--- src/rtl/can_bit_timing.sv ---
// CAN bit timing unit: prescaler, SYNC/TSEG1/TSEG2 sequencer, hard sync and SJW-limited resync.
// Optional build macro CAN_BTU_TRIPLE_SAMPLE_EN selects 3-sample majority voting of rx.
module can_bit_timing #(
  parameter int unsigned BRP_W   = 6,
  parameter int unsigned TSEG1_W = 4,
  parameter int unsigned TSEG2_W = 3
) (
  input  logic               clk_i,
  input  logic               rst_i,
  input  logic [BRP_W-1:0]   brp_i,
  input  logic [TSEG1_W-1:0] tseg1_i,
  input  logic [TSEG2_W-1:0] tseg2_i,
  input  logic [1:0]         sjw_i,
  input  logic               hard_sync_i,
  input  logic               resync_en_i,
  input  logic               rx_i,
  output logic               tq_o,
  output logic               sample_o,
  output logic               tx_pt_o,
  output logic               bit_clk_o,
  output logic               rx_bit_o
);

  localparam int unsigned SJW_W = 2;
  localparam int unsigned CNT_W = TSEG1_W + 1;
  localparam int unsigned ADJ_W = SJW_W + 1;

  typedef enum logic [1:0] {
    ST_SYNC  = 2'd0,
    ST_TSEG1 = 2'd1,
    ST_TSEG2 = 2'd2
  } state_e;

  state_e             state_q, state_d;
  logic [BRP_W-1:0]   brp_cnt_q, brp_cnt_d;
  logic [CNT_W-1:0]   tq_cnt_q, tq_cnt_d;
  logic [ADJ_W-1:0]   ext_q, ext_d;
  logic [ADJ_W-1:0]   shr_q, shr_d;
  logic               rx_prev_q, rx_prev_d;
  logic               resync_done_q, resync_done_d;
  logic [BRP_W-1:0]   brp_s_q, brp_s_d;
  logic [TSEG1_W-1:0] ts1_s_q, ts1_s_d;
  logic [TSEG2_W-1:0] ts2_s_q, ts2_s_d;
  logic [SJW_W-1:0]   sjw_s_q, sjw_s_d;
  logic               tq_q, tq_d;
  logic               sample_q, sample_d;
  logic               tx_pt_q, tx_pt_d;
  logic               bit_clk_q, bit_clk_d;
  logic               rx_bit_q, rx_bit_d;

  logic rx_fall;
  logic hard_sync;
  logic tq_en;
  logic restart;
  logic latch_cfg;
  logic samp_val;

`ifdef CAN_BTU_TRIPLE_SAMPLE_EN
  // Two earlier TSEG1 quantum samples; the third vote is rx_i at the sample point.
  logic [1:0] samp_q, samp_d;
  assign samp_val = (samp_q[1] & samp_q[0]) | (samp_q[1] & rx_i) | (samp_q[0] & rx_i);
`else
  assign samp_val = rx_i;
`endif

  // Segment sequencing first, then edge handling applied to the post-advance position.
  always_comb begin
    state_d       = state_q;
    brp_cnt_d     = brp_cnt_q;
    tq_cnt_d      = tq_cnt_q;
    ext_d         = ext_q;
    shr_d         = shr_q;
    resync_done_d = resync_done_q;
    brp_s_d       = brp_s_q;
    ts1_s_d       = ts1_s_q;
    ts2_s_d       = ts2_s_q;
    sjw_s_d       = sjw_s_q;
    sample_d      = 1'b0;
    tx_pt_d       = 1'b0;
    bit_clk_d     = bit_clk_q;
    rx_bit_d      = rx_bit_q;
    restart       = 1'b0;
    latch_cfg     = 1'b0;
`ifdef CAN_BTU_TRIPLE_SAMPLE_EN
    samp_d        = samp_q;
`endif

    rx_prev_d = rx_i;
    rx_fall   = rx_prev_q & ~rx_i;
    hard_sync = hard_sync_i & rx_fall;
    tq_en     = (brp_cnt_q == brp_s_q);
    tq_d      = tq_en;
    brp_cnt_d = tq_en ? '0 : brp_cnt_q + BRP_W'(1);

    case (state_q)
      ST_SYNC: begin
        if (tq_en) begin
          state_d  = ST_TSEG1;
          tq_cnt_d = '0;
        end
      end
      ST_TSEG1: begin
        if (tq_en) begin
`ifdef CAN_BTU_TRIPLE_SAMPLE_EN
          samp_d = {samp_q[0], rx_i};
`endif
          if (tq_cnt_q >= CNT_W'(ts1_s_q) + CNT_W'(ext_q)) begin
            state_d       = ST_TSEG2;
            tq_cnt_d      = '0;
            sample_d      = 1'b1;
            bit_clk_d     = 1'b0;
            rx_bit_d      = samp_val;
            resync_done_d = 1'b0;
          end else begin
            tq_cnt_d = tq_cnt_q + CNT_W'(1);
          end
        end
      end
      ST_TSEG2: begin
        if (tq_en) begin
          if (tq_cnt_q + CNT_W'(shr_q) >= CNT_W'(ts2_s_q)) begin
            state_d   = ST_SYNC;
            tq_cnt_d  = '0;
            tx_pt_d   = 1'b1;
            bit_clk_d = 1'b1;
            ext_d     = '0;
            shr_d     = '0;
            latch_cfg = 1'b1;
          end else begin
            tq_cnt_d = tq_cnt_q + CNT_W'(1);
          end
        end
      end
      default: state_d = ST_SYNC;
    endcase

    if (hard_sync) begin
      // Hard sync cancels any strobe of this clock and restarts the SYNC quantum.
      restart       = 1'b1;
      sample_d      = 1'b0;
      tx_pt_d       = 1'b0;
      rx_bit_d      = rx_bit_q;
      resync_done_d = resync_done_q;
    end else if (resync_en_i && rx_fall && !resync_done_d) begin
      case (state_d)
        ST_TSEG1: begin
          resync_done_d = 1'b1;
          ext_d = (tq_cnt_d <= CNT_W'(sjw_s_q)) ? ADJ_W'(tq_cnt_d) + ADJ_W'(1)
                                                : ADJ_W'(sjw_s_q) + ADJ_W'(1);
        end
        ST_TSEG2: begin
          resync_done_d = 1'b1;
          // Phase error ts2+1-c within SJW: treat the edge as a new SYNC.
          if (CNT_W'(ts2_s_q) <= tq_cnt_d + CNT_W'(sjw_s_q)) begin
            restart = 1'b1;
          end else begin
            shr_d = ADJ_W'(sjw_s_q) + ADJ_W'(1);
          end
        end
        default: ;
      endcase
    end

    if (restart) begin
      state_d   = ST_SYNC;
      brp_cnt_d = '0;
      tq_cnt_d  = '0;
      ext_d     = '0;
      shr_d     = '0;
      bit_clk_d = 1'b1;
      latch_cfg = 1'b1;
    end

    if (latch_cfg) begin
      brp_s_d = brp_i;
      ts1_s_d = tseg1_i;
      ts2_s_d = tseg2_i;
      sjw_s_d = sjw_i;
    end
  end

  always_ff @(posedge clk_i) begin
    if (!rst_i) begin
      state_q       <= ST_SYNC;
      brp_cnt_q     <= '0;
      tq_cnt_q      <= '0;
      ext_q         <= '0;
      shr_q         <= '0;
      rx_prev_q     <= 1'b1;
      resync_done_q <= 1'b0;
      brp_s_q       <= brp_i;
      ts1_s_q       <= tseg1_i;
      ts2_s_q       <= tseg2_i;
      sjw_s_q       <= sjw_i;
      tq_q          <= 1'b0;
      sample_q      <= 1'b0;
      tx_pt_q       <= 1'b0;
      bit_clk_q     <= 1'b1;
      rx_bit_q      <= 1'b1;
`ifdef CAN_BTU_TRIPLE_SAMPLE_EN
      samp_q        <= 2'b11;
`endif
    end else begin
      state_q       <= state_d;
      brp_cnt_q     <= brp_cnt_d;
      tq_cnt_q      <= tq_cnt_d;
      ext_q         <= ext_d;
      shr_q         <= shr_d;
      rx_prev_q     <= rx_prev_d;
      resync_done_q <= resync_done_d;
      brp_s_q       <= brp_s_d;
      ts1_s_q       <= ts1_s_d;
      ts2_s_q       <= ts2_s_d;
      sjw_s_q       <= sjw_s_d;
      tq_q          <= tq_d;
      sample_q      <= sample_d;
      tx_pt_q       <= tx_pt_d;
      bit_clk_q     <= bit_clk_d;
      rx_bit_q      <= rx_bit_d;
`ifdef CAN_BTU_TRIPLE_SAMPLE_EN
      samp_q        <= samp_d;
`endif
    end
  end

  assign tq_o      = tq_q;
  assign sample_o  = sample_q;
  assign tx_pt_o   = tx_pt_q;
  assign bit_clk_o = bit_clk_q;
  assign rx_bit_o  = rx_bit_q;

endmodule

--- config.mk ---
export PLATFORM = sky130hd
export DESIGN_NAME = can_bit_timing
export DESIGN_NICKNAME = d
export VERILOG_FILES = /design/src/rtl/can_bit_timing.sv
export SDC_FILE = /design/constraint.sdc
export NUM_CORES = 1
export LEC_CHECK = 0
export CAP_MARGIN = 20
export CELL_PAD_IN_SITES_DETAIL_PLACEMENT = 1
export CELL_PAD_IN_SITES_GLOBAL_PLACEMENT = 1
export CORE_ASPECT_RATIO = 1.2
export CORE_UTILIZATION = 44
export CTS_CLUSTER_SIZE = 28
export DETAILED_ROUTE_END_ITERATION = 10
export PLACE_DENSITY_LB_ADDON = 0.1
export SYNTH_ARGS = -nofsm -noshare
export SYNTH_HDL_FRONTEND = slang
export SYNTH_SLANG_ARGS = --single-unit
--- constraint.sdc ---
create_clock -name clk_i -period 5.74 [get_ports clk_i]
set_input_delay 1.435 -clock clk_i [delete_from_list [all_inputs] [get_ports clk_i]]
set_output_delay 1.435 -clock clk_i [all_outputs]
set_load 0.02 [all_outputs]
After elaboration in Yosys (flattened, before gate mapping)
Index checks and enable logic that the tools add are counted.
{"block": "totals", "inputBits": 20, "out_inout_bits": 5, "reg_bits": 41}
{"block": "classes", "reduce_logical": 12, "n_bitwise": 7, "n_mux": 53, "eq_ne": 10, "order_cmp": 4, "add_sub_neg": 7}
{"op": "3-bit 2-to-1 mux", "n": 16}
{"op": "5-bit 2-to-1 mux", "n": 5}
{"op": "1-bit 2-to-1 mux", "n": 18}
{"op": "5-bit one-hot mux with 3 select lines", "n": 1}
{"op": "2-bit 2-to-1 mux", "n": 7}
{"op": "6-bit 2-to-1 mux", "n": 2}
{"op": "4-bit 2-to-1 mux", "n": 2}
{"op": "2-bit != test (second input constant)", "n": 4}
{"op": "6-bit by 1-bit adder with 6-bit output (second input constant)", "n": 1}
{"op": "6-bit equality test", "n": 1}
{"op": "2-bit one-hot mux with 3 select lines", "n": 1}
{"op": "2-bit OR reduction", "n": 3}
{"op": "4-bit by 3-bit adder with 5-bit output", "n": 1}
{"op": "5-bit by 1-bit adder with 5-bit output (second input constant)", "n": 1}
{"op": "5-bit by 2-bit adder with 5-bit output", "n": 1}
{"op": "5-bit by 3-bit adder with 5-bit output", "n": 1}
{"op": "5-bit by 3-bit >= comparator with 1-bit output", "n": 1}
{"op": "5-bit >= comparator", "n": 1}
{"op": "3-bit by 5-bit less-or-equal comparator with 1-bit output", "n": 1}
{"op": "5-bit by 2-bit less-or-equal comparator with 1-bit output", "n": 1}
{"op": "1-bit NOT", "n": 5}
{"op": "5-bit AND reduction", "n": 1}
{"op": "2-bit by 1-bit equality test with 1-bit output (second input constant)", "n": 2}
{"op": "2-bit equality test (second input constant)", "n": 2}
{"op": "12 further kinds", "n": 14}

Logic depth before layout (Yosys ltp)
{"block": "depth", "ltp_word": 14, "depth_mapped": 22, "depth_no_buf": 22}

Worst setup path after synthesis
No wires, ideal clock.
{"block": "synth_path", "path_type": "register to register", "start": "register ts1_s_q[1]", "end": "register brp_s_q[0], enable pin", "stages_incl_launch_ff": 22, "setup_slack_ns": 0.779, "setup_ns": 0.374, "path_buffers": 0, "arrival_time_ns": 4.587, "cell_sequence": "edfxtp_1 ha_1 a21o_1 a21oi_1 xor2_1 ha_1 o211ai_1 o21ai_0 a211oi_1 or3_1 and3_1 a21o_1 ha_1 fa_1 inv_1 ha_1 a21o_1 a21oi_1 a31oi_1 o21ai_1 a41o_1 nand2b_1"}
{"block": "synth_between", "elab_chain_cells": 13, "word_cells_on_any_way": 22, "cone_classes": "2 x add/sub; 2 x order compare; 2 x eq/ne; 14 x mux; 2 x reduce/logical"}
{"item": "from (decl)", "line_no": "42", "text": "logic [TSEG1_W-1:0] ts1_s_q, ts1_s_d;"}
{"item": "from (signal assigned)", "line_no": "192", "text": "ts1_s_q <= tseg1_i;"}
{"item": "from (signal assigned)", "line_no": "212", "text": "ts1_s_q <= ts1_s_d;"}
{"item": "4-bit by 3-bit adder with 5-bit output *", "line_no": "107", "text": "if (tq_cnt_q >= CNT_W'(ts1_s_q) + CNT_W'(ext_q)) begin"}
{"item": "5-bit >= comparator *", "line_no": "107"}
{"item": "5-bit 2-to-1 mux", "line_no": "107"}
{"item": "5-bit 2-to-1 mux", "line_no": "103", "text": "if (tq_en) begin"}
{"item": "5-bit one-hot mux with 3 select lines", "line_no": "95", "text": "case (state_q)"}
{"item": "5-bit by 2-bit adder with 5-bit output", "line_no": "154", "text": "if (CNT_W'(ts2_s_q) <= tq_cnt_d + CNT_W'(sjw_s_q)) begin"}
{"item": "3-bit by 5-bit less-or-equal comparator with 1-bit output", "line_no": "154"}
{"item": "1-bit 2-to-1 mux", "line_no": "154"}
{"item": "1-bit 2-to-1 mux", "line_no": "145", "text": "case (state_d)"}
{"item": "1-bit 2-to-1 mux *", "line_no": "144", "text": "end else if (resync_en_i && rx_fall && !resync_done_d) begin"}
{"item": "1-bit 2-to-1 mux *", "line_no": "137", "text": "if (hard_sync) begin"}
{"item": "1-bit 2-to-1 mux *", "line_no": "164", "text": "if (restart) begin"}
{"item": "2-bit by 1-bit != test with 1-bit output (no source line) *"}
{"item": "to (signal assigned)", "line_no": "191", "text": "brp_s_q <= brp_i;"}
{"item": "to (signal assigned)", "line_no": "211", "text": "brp_s_q <= brp_s_d;"}
{"item": "to (decl)", "line_no": "41", "text": "logic [BRP_W-1:0] brp_s_q, brp_s_d;"}
Mark *: on every way between the ends. The rest lies on a longest branch, timed or not.
A chain may end at the register's enable or synchronous reset.

Worst setup path after layout
{"block": "layout_path", "start": "register ts1_s_q[1]", "end": "register ts2_s_q[1], enable pin"}
{"block": "layout_between", "elab_chain_cells": 13, "word_cells_on_any_way": 22, "cone_classes": "2 x add/sub; 2 x order compare; 2 x eq/ne; 14 x mux; 2 x reduce/logical"}
{"item": "4-bit by 3-bit adder with 5-bit output *", "line_no": "107"}
{"item": "5-bit >= comparator *", "line_no": "107"}
{"item": "5-bit 2-to-1 mux", "line_no": "107"}
{"item": "5-bit 2-to-1 mux", "line_no": "103"}
{"item": "5-bit one-hot mux with 3 select lines", "line_no": "95"}
{"item": "5-bit by 2-bit adder with 5-bit output", "line_no": "154"}
{"item": "3-bit by 5-bit less-or-equal comparator with 1-bit output", "line_no": "154"}
{"item": "1-bit 2-to-1 mux", "line_no": "154"}
{"item": "1-bit 2-to-1 mux", "line_no": "145"}
{"item": "1-bit 2-to-1 mux *", "line_no": "144"}
{"item": "1-bit 2-to-1 mux *", "line_no": "137"}
{"item": "1-bit 2-to-1 mux *", "line_no": "164"}
{"item": "2-bit by 1-bit != test with 1-bit output (no source line) *"}
{"item": "to (signal assigned)", "line_no": "193", "text": "ts2_s_q <= tseg2_i;"}
{"item": "to (signal assigned)", "line_no": "213", "text": "ts2_s_q <= ts2_s_d;"}
{"item": "to (decl)", "line_no": "43", "text": "logic [TSEG2_W-1:0] ts2_s_q, ts2_s_d;"}
Marks and branches as above.

==> impl_metrics.ini <==
[outcome]
status = finished clean

[clock_network]
post_cts_buffers = 0
cts_tree = yes
clk_latency_ns = 0.29
cts-htree-levels = 2
cts.path.max_buffers = 2
clock_sinks = 41
cts-buffers-inserted = 5
clk_pin_slew_ns = 0.08
cts_root_buf = clkbuf_8

[sta]
fin_crit_sh = 0.9215
clock_skew_ns = 0.003213
fin_ws_ns = 0.4508
setup_viol = 0
tns_ns = 0
timing.slew.headroom = 0.4837
finalHoldViolCount = 0
worst_pin_slew_ns = 0.7702
period_minus_slack_ns = 5.289
maxSlewViolCount = 0
fmax_mhz = 189.1
hold_slack_ns = 0.4760
rsz0062_at_grt = no

[final_layout]
fin_cells = 382
fin_util = 0.5355
syn_to_final_growth_pct = 16.52
diodes = 0
drive_gt1_frac = 0.07616
final_nets = 352

[grt]
first_global_vias = 2071
grt_max_degree = 21
grt_pass1_wl_um = 10160
grt.total_usage = 0.2155
gr-total-overflow = 0
grt_antenna_before_repair = 0

[worst_setup_path]
worstPathCellList = ha_1 -> a21o_1 -> a21oi_1 -> xor2_1 -> ha_1 -> o211ai_1 -> o21ai_0 -> a211oi_1 -> or3_1 -> and3_1 -> a21o_1 -> ha_1 -> fa_1 -> inv_1 -> ha_1 -> a21o_1 -> a21oi_1 -> a31oi_1 -> o21ai_1 -> a41o_1 -> nand2b_2
arrival_ns = 5.25
required_ns = 5.70
crit_buf_inv = 1
cp_max_fo = 15
slowest_stage = fa_1
max_stage_delay_ns = 0.51
crit_type = reg -> reg
critPathLaunchType = flip-flop
cp_top_family = compound AO/OA/AOI/OAI gates
endpoint_kind = flip-flop
cp_common_cell = ha_1

[synth]
synth-edff-count = 15
syn_area_per_cell_um2 = 9.507
syn_inst = 274
synth.top_cell.area_share = 0.1998
dominantRegCellSynth = dfxtp_1
yosysSeqAreaShare = 0.3727
async_flop_share = 0
synth.most_common_cell = ha_1
ys_ff_latch = 41
yosys_warnings = 0
synth_top_cell_by_area = dfxtp_1
synth_nets = 325
ys_top_cells_by_count = ha_1 (28), dfxtp_1 (26), nand2_1 (24), inv_1 (20), nor2_1 (19)
ys_types = 50
synthTopCellsByArea = dfxtp_1 (20%), edfxtp_1 (17%), ha_1 (13%)
synth_area_mm2 = 0.002605

[route]
drc = 0
wirelength_um = 6246
topRoutingLayerUsed = met4
drtAntennaViolNets = 0
drtIter0Drc = 80
vias = 2102
wl_per_cell_um = 16.35
route.met3.wl_um = 172
drtPass1Iterations = 4
wirelength_met1_um = 2845
via_per_inst = 5.503
dr_wl_met2_um = 3167

[place]
place_congestion = 0.8177
dp.cells = 374
dp_hpwl_um = 4998
pre_cts_ws_ns = 0.1569
io_buffers = 24

[floorplanning]
die-area_mm2 = 0.006234
start_util = 0.4596
ios = 25
die_h_um = 86.29
design.core.area_mm2 = 0.005668
fp.dieW_um = 72.24
fp-row-count = 30

[power]
ir_drop_mv = 0.1514
p_leak_nw = 1.280
power.density_mw_per_mm2 = 201.9

[job]
cap_violations = 0

[hold_path]
hold_path_class = reg -> reg
==> worst paths after layout <==
path / startpoint / end / slack, ns / cells past startpoint
max: ts1_s_q[1] / ts2_s_q[1] / 0.45 / 21
min: shr_q[2] / shr_q[2] / 0.48 / 2
max reg2reg: ts1_s_q[1] / ts2_s_q[1] / 0.45 / 21
min reg2reg: shr_q[2] / shr_q[2] / 0.48 / 2
==> area by class of cell <==
cell class | instances | area [µm²]
fill | 668 | 2633
multi-input combinational | 208 | 1531
sequential | 41 | 970.9
timing repair buffer | 25 | 247.7
tap | 80 | 100.1
inverter | 20 | 75.07
clock buffer | 5 | 68.82
clock inverter | 3 | 41.29
==> layer usage <==
metal	vias to the layer above	global-route usage
met3	6	0.02791
met2	30	0.3832
li1	1035	-
met5	-	0
met1	1031	0.2722
met4	0	0.05882
==> where the power goes <==
part,total (mW),internal (mW),switching (mW),leakage [nW]
Clock,0.228,0.128,0.100,0.0518
Sequential,0.320,0.312,0.00775,0.359
Combinational,0.0646,0.0318,0.0328,0.869
Total,0.613,0.472,0.141,1.28
==> sequential cells by signal (all words and copies together) (netlist names), 2 cells and up <==
register and cells:
ext_q 3, ts2_s_q 3, brp_cnt_q 6, shr_q 3, ts1_s_q 4, sjw_s_q 2
tq_cnt_q 5, brp_s_q 6, state_q 2
==> worst reg2reg max path, cell delays in order, from the launching register on <==
cell	delay, ns
edfxtp_1	0.42
ha_1	0.28
a21o_1	0.17
a21oi_1	0.18
xor2_1	0.10
ha_1	0.30
o211ai_1	0.11
o21ai_0	0.16
a211oi_1	0.15
or3_1	0.45
and3_1	0.21
a21o_1	0.20
ha_1	0.23
fa_1	0.51
inv_1	0.05
ha_1	0.28
a21o_1	0.12
a21oi_1	0.06
a31oi_1	0.25
o21ai_1	0.11
a41o_1	0.23
nand2b_2	0.38
==> what timing repair did <==
| item | CTS | global route |
|---|---|---|
| resized for setup | 0 | 1 |
| setup endpoints to repair | 0 | 15 |
| hold buffers | 0 | 0 |
==> cells by family (layout without fill, tap and decap cells) <==
logic type,after synthesis,count (layout),synth area share
AND/OR/NAND/NOR,106,106,0.2234
AO/OA/AOI/OAI,51,51,0.1364
flip-flops,41,41,0.3727
adder cells (fa/ha/maj),31,31,0.1575
buffers and inverters,25,53,0.04034
XOR/XNOR,17,17,0.05716
multiplexers,3,3,0.01249
==> layout by cell type (no fill, tap or decap), types with 6 or more instances in the layout <==
master,count
nand2b_1,7
nor3_2,6
nand2_1,24
nor2_1,19
xor2_1,8
clkdlybuf4s50_1,24
inv_1,20
ha_1,28
a21oi_1,15
dfxtp_1,26
edfxtp_1,15
a21o_1,6
xnor2_1,9
nand3_1,14
and3_1,8
==> through the flow <==
| step | area, µm² | power, mW |
|---|---|---|
| floorplan | 2605 | 0.3635 |
| global placement | 2923 | 0.3888 |
| detailed placement | 2923 | 0.3918 |
| CTS | 3033 | 0.6213 |
| global route | 3035 | 0.6358 |
| finish | 3035 | 0.6127 |
Note: power is estimated with default switching activity, not from simulation.
